File: config.mk
export PLATFORM = sky130hd
export DESIGN_NAME = f8_mem_responder
export DESIGN_NICKNAME = d
export VERILOG_FILES = /design/src/rtl/f8_mem_responder.sv
export SDC_FILE = /design/constraint.sdc
export NUM_CORES = 1
export LEC_CHECK = 0
export CAP_MARGIN = 20
export CORE_MARGIN = 8
export CORE_UTILIZATION = 56
export CTS_CLUSTER_SIZE = 24
export DETAILED_ROUTE_END_ITERATION = 6
export GPL_ROUTABILITY_DRIVEN = 1
export HOLD_SLACK_MARGIN = 0.03
export PLACE_DENSITY = 0.78
export SLEW_MARGIN = 20
export SYNTH_ARGS = -nofsm -noshare
export SYNTH_HDL_FRONTEND = slang
export SYNTH_SLANG_ARGS = --single-unit
File: constraint.sdc
create_clock -name clk -period 7.8 [get_ports clk]
set_input_delay 1.56 -clock clk [delete_from_list [all_inputs] [get_ports clk]]
set_output_delay 1.56 -clock clk [all_outputs]
set_load 0.02 [all_outputs]
File: src/rtl/f8_mem_responder.sv
// F8 memory-side ROMC responder: PC0/PC1/DC0 address registers, windowed bus reads/writes.
// Optional DC1 register and ROMC 1D swap when F8_DC1_EN is defined.
module f8_mem_responder #(
  parameter logic [15:0] ADDR_BASE = 16'h0000,
  parameter logic [15:0] ADDR_MASK = 16'hF800
) (
  input  logic        clk,
  input  logic        rst,
  input  logic [4:0]  romc,
  input  logic        romc_vld,
  input  logic        write,
  input  logic [7:0]  db_in,
  output logic [7:0]  db_out,
  output logic        db_t,
  output logic [15:0] mem_addr,
  output logic        mem_rd,
  output logic        mem_we,
  output logic [7:0]  mem_wdata,
  input  logic [7:0]  mem_rdata,
  input  logic        mem_ack,
  output logic        err
);

  typedef enum logic [1:0] {
    S_IDLE,
    S_DECODE,
    S_RDWAIT,
    S_DRIVE
  } state_t;

  state_t      r_state;
  logic [4:0]  r_romc;
  logic [15:0] r_pc0;
  logic [15:0] r_pc1;
  logic [15:0] r_dc0;
`ifdef F8_DC1_EN
  logic [15:0] r_dc1;
`endif
  logic [7:0]  r_db_out;
  logic        r_db_t;
  logic [15:0] r_mem_addr;
  logic        r_mem_rd;
  logic        r_mem_we;
  logic [7:0]  r_mem_wdata;
  logic        r_err;

  logic        w_memrd;
  logic        w_reg_hit;
  logic [7:0]  w_reg_val;
  logic [15:0] w_rd_addr;
  logic [15:0] w_sx;

  function automatic logic f_in_win(input logic [15:0] a);
    return (a & ADDR_MASK) == ADDR_BASE;
  endfunction

  assign w_rd_addr = (r_romc == 5'h02) ? r_dc0 : r_pc0;
  assign w_sx      = {{8{db_in[7]}}, db_in};

  always_comb begin
    w_memrd = 1'b0;
    case (r_romc)
      5'h00, 5'h01, 5'h02, 5'h03,
      5'h0C, 5'h0E, 5'h11: w_memrd = 1'b1;
      default:             w_memrd = 1'b0;
    endcase
  end

  always_comb begin
    w_reg_hit = 1'b1;
    w_reg_val = 8'hFF;
    case (r_romc)
      5'h06:   w_reg_val = r_dc0[15:8];
      5'h07:   w_reg_val = r_pc1[15:8];
      5'h09:   w_reg_val = r_dc0[7:0];
      5'h0B:   w_reg_val = r_pc1[7:0];
      5'h1E:   w_reg_val = r_pc0[7:0];
      5'h1F:   w_reg_val = r_pc0[15:8];
      default: w_reg_hit = 1'b0;
    endcase
  end

  always_ff @(posedge clk) begin
    if (rst) begin
      r_state     <= S_IDLE;
      r_romc      <= 5'h00;
      r_pc0       <= 16'h0000;
      r_pc1       <= 16'h0000;
      r_dc0       <= 16'h0000;
`ifdef F8_DC1_EN
      r_dc1       <= 16'h0000;
`endif
      r_db_out    <= 8'hFF;
      r_db_t      <= 1'b1;
      r_mem_addr  <= 16'h0000;
      r_mem_rd    <= 1'b0;
      r_mem_we    <= 1'b0;
      r_mem_wdata <= 8'h00;
      r_err       <= 1'b0;
    end else begin
      r_mem_rd <= 1'b0;
      r_mem_we <= 1'b0;
      if (write && r_state != S_IDLE) begin
        // End of machine cycle: commit the latched code's update
        r_db_t  <= 1'b1;
        r_state <= S_IDLE;
        if (r_state == S_RDWAIT) r_err <= 1'b1;
        case (r_romc)
          5'h00, 5'h03: r_pc0 <= r_pc0 + 16'h0001;
          5'h01: r_pc0 <= r_pc0 + w_sx;
          5'h02: r_dc0 <= r_dc0 + 16'h0001;
          5'h04: r_pc0 <= r_pc1;
          5'h05: begin
            if (f_in_win(r_dc0)) begin
              r_mem_we    <= 1'b1;
              r_mem_addr  <= r_dc0;
              r_mem_wdata <= db_in;
            end
            r_dc0 <= r_dc0 + 16'h0001;
          end
          5'h08: begin
            r_pc1 <= r_pc0;
            r_pc0 <= {db_in, db_in};
          end
          5'h0A: r_dc0 <= r_dc0 + w_sx;
          5'h0C: r_pc0[7:0] <= db_in;
          5'h0D: r_pc1 <= r_pc0 + 16'h0001;
          5'h0E: r_dc0[7:0] <= db_in;
          5'h11: r_dc0[15:8] <= db_in;
          5'h12: begin
            r_pc1       <= r_pc0;
            r_pc0[7:0]  <= db_in;
          end
          5'h14: r_pc0[15:8] <= db_in;
          5'h15: r_pc1[15:8] <= db_in;
          5'h16: r_dc0[15:8] <= db_in;
          5'h17: r_pc0[7:0] <= db_in;
          5'h18: r_pc1[7:0] <= db_in;
          5'h19: r_dc0[7:0] <= db_in;
`ifdef F8_DC1_EN
          5'h1D: begin
            r_dc0 <= r_dc1;
            r_dc1 <= r_dc0;
          end
`endif
          default: ;
        endcase
      end else if (romc_vld &&
                   (r_state == S_DECODE || r_state == S_RDWAIT)) begin
        r_err  <= 1'b1;
        r_db_t <= 1'b1;
      end else begin
        case (r_state)
          S_DECODE: begin
            r_state <= S_DRIVE;
            if (w_memrd) begin
              r_mem_rd   <= 1'b1;
              r_mem_addr <= w_rd_addr;
              if (f_in_win(w_rd_addr)) r_state <= S_RDWAIT;
            end else if (w_reg_hit) begin
              r_db_out <= w_reg_val;
              r_db_t   <= 1'b0;
            end
          end
          S_RDWAIT: begin
            if (mem_ack) begin
              r_db_out <= mem_rdata;
              r_db_t   <= 1'b0;
              r_state  <= S_DRIVE;
            end
          end
          default: ;
        endcase
      end
      // A new code is accepted after any same-edge update
      if (romc_vld) begin
        r_romc  <= romc;
        r_state <= S_DECODE;
        r_db_t  <= 1'b1;
      end
    end
  end

  assign db_out    = r_db_out;
  assign db_t      = r_db_t;
  assign mem_addr  = r_mem_addr;
  assign mem_rd    = r_mem_rd;
  assign mem_we    = r_mem_we;
  assign mem_wdata = r_mem_wdata;
  assign err       = r_err;

endmodule

==> metrics.txt <==
status=finished clean; largest cells by area after synthesis=dfxtp_1, ha_1, nor2_1; GRT Total Usage=27.67%; NumNets Final=1047; Final Setup Violations=0; EDFF count, synth=0; # rows=42; critical-path maximum fanout=9; die height=132.0 µm; VDD IR max=0.1015 mV; CP max stage delay=0.78 ns; Synth top area share=24.16%; Iteration-0 DRC Markers=1371; worst clock skew=0.01015 ns; final core area utilization=63.53%; initial antenna violation count=0; ANT nets after route=0; DR DRC count=0; Synth area leader=dfxtp_1; synth cell count leaders=nor2_1, dfxtp_1, o21ai_0; Routed WL per cell=21.71 µm; Hold Crit Class=reg2reg; PortBufs=61; FF+latch count, synth=91; synthesized area per cell=7.790 µm²; count of cell types in the netlist=84; ys async rst share=0%; CP required=8.03 ns; CP Capture Type=register; maximum clock rate=0.2299 GHz; placed instance area=8107 µm²; hold depth=2; TNS Setup=0 ns; Levels on crit path=8; total power=1.270 mW; clk root buf=clkbuf_16; postcts setup bufs=0; Max Cap Violations=0; final non-filler cell total=1164; crit share post-route=55.75%; aggregate global routing overflow=0; cts hold-fix bufs=0; relative slew slack=34.33%; ant diodes=0; post_cts resized=0; Worst-Skew Late Latency=0.35 ns; first-pass GRT wire length=39470 µm; Top Ports=62; Final Instance Area=8379 µm²; RSZ-0062 raised after global routing=false; via count=8097; Crit Path Class=in2reg; Worst setup SP type=input port; clk slew on worst S/H paths=0.07 ns; number of global-route vias before repair=7108; Die X=132.0 µm; yosys warns=0; max-slew violation count=0; largest net degree at the start of global routing=56; Total Routed Length=25270 µm; Worst Max-Slew Pin Slew=0.9776 ns; crit-path leading delay family=compound AO/OA/AOI/OAI gates; Post-Synthesis Cells=968; post-DP HPWL=17770 µm; placed cell count=1148; CTS tree=yes; Cell Chain, Critical Path=clkdlybuf4s50_1 > ha_1 > a211oi_1 > nor2_1 > o41ai_1 > a311oi_1 > o2111ai_1 > o211ai_1; CP max-delay cell=clkdlybuf4s50_1; initial core utilization=57.17%; R2R setup slack=4.75 ns; Layout area overhead=11.12%; critical path arrival=4.58 ns; Clock Path Buffers=2; CTS Buf Count=9; proportion of layout cells with a drive suffix above 1=6.579%; vias per cell=6.956; top_reg_cell synth=dfxtp_1; number of clock sinks=91; leakage=2.922 nW; Core Area=13190 µm²; 1st-pass router iterations=7; PD cells=151.5 nW/µm²; most frequent cell after synthesis=nor2_1; register area share after synthesis=24.16%; R2R cell count=6; net count after synthesis=1031; CP bufs+invs=1; DIE AREA=17440 µm²; Final Wtd Congestion=0.9831; Synth Cell Area=7541 µm²; Min Clock Period, post-route=4.349 ns; final hold vios=0; H-tree Lvls=3
## final cells by class
| type | instances | area (µm²) |
|---|---|---|
| multi-input cells | 786 | 5286 |
| fillers | 1188 | 4811 |
| flip-flops and latches | 91 | 1822 |
| repair buffers | 75 | 710.7 |
| clock buffers | 12 | 246.5 |
| well taps | 176 | 220.2 |
| inverters | 21 | 78.83 |
| clock inverters | 3 | 15.01 |
## through the flow
stage | hold slack, ns | setup WS (ns)
2_1_floorplan | 0.4881 | 4.244
3_3_place_gp | 0.4482 | 3.307
3_5_place_dp | 0.4555 | 3.237
4_1_cts | 0.4693 | 3.590
5_1_grt | 0.4931 | 3.333
6_report | 0.4672 | 3.451
## worst paths after layout
kind                  start         to
setup / recovery   db_in[5]  r_dc0[15]
hold / removal    db_out[3]  db_out[3]
setup reg to reg  r_romc[1]   r_dc0[7]
hold reg to reg   db_out[3]  db_out[3]
## cells in the final DEF (no fill, tap or decap), drive strengths merged, types with 4 or more instances in the layout
cell           count
a211oi            35
a21o              18
a21oi             77
a221o              5
a221oi            16
a222oi            10
a22oi             38
a311oi             5
a31oi             15
and3              12
and4               5
buf               15
clkbuf            12
clkdlybuf4s50     60
dfxtp             91
ha                35
inv               21
mux2i             28
nand2             60
nand2b            13
nand3             18
nand3b             4
nand4             20
nor2             109
nor2b             10
nor3              24
nor3b             10
nor4               8
o2111ai            5
o211ai             4
o21a              14
o21ai             86
o2bb2ai            4
o31ai              5
or3                7
xnor2             23
xor2               7
## where the power goes
| group | internal (mW) | switching [mW] | total, mW |
|---|---|---|---|
| sequential | 0.492 | 0.0352 | 0.527 |
| combinational | 0.133 | 0.202 | 0.335 |
| clock | 0.222 | 0.186 | 0.408 |
## state kept, by name, summed over array words and instances (netlist names)
name	count
db_out	8
db_t	1
err	1
mem_addr	16
mem_rd	1
mem_wdata	8
mem_we	1
r_dc0	16
r_pc0	16
r_pc1	16
r_romc	5
r_state	2
## metal layers
metal  track usage, %  wire, µm  vias to the layer above
met3            6.898      3089                       74
met4            12.32       877                        0
li1                 -         -                     3735
met2            40.54     10650                      560
met5                0         0                        -
met1            37.38     10650                     3728
## worst reg2reg max path, delay by kind of cell, from the launching register on
family           cells  cell delay, ns
flip-flops           1            0.88
AO/OA/AOI/OAI        3            1.11
AND/OR/NAND/NOR      3            0.97
## cells by family after synthesis
logic type	synth area share, %
buf+inv	5.840
xor+xnor	3.484
simple gates	22.25
compound gates	34.06
flops	24.16
fa+ha+maj	6.338
mux	3.866
Note: power is estimated with default switching activity, not from simulation.
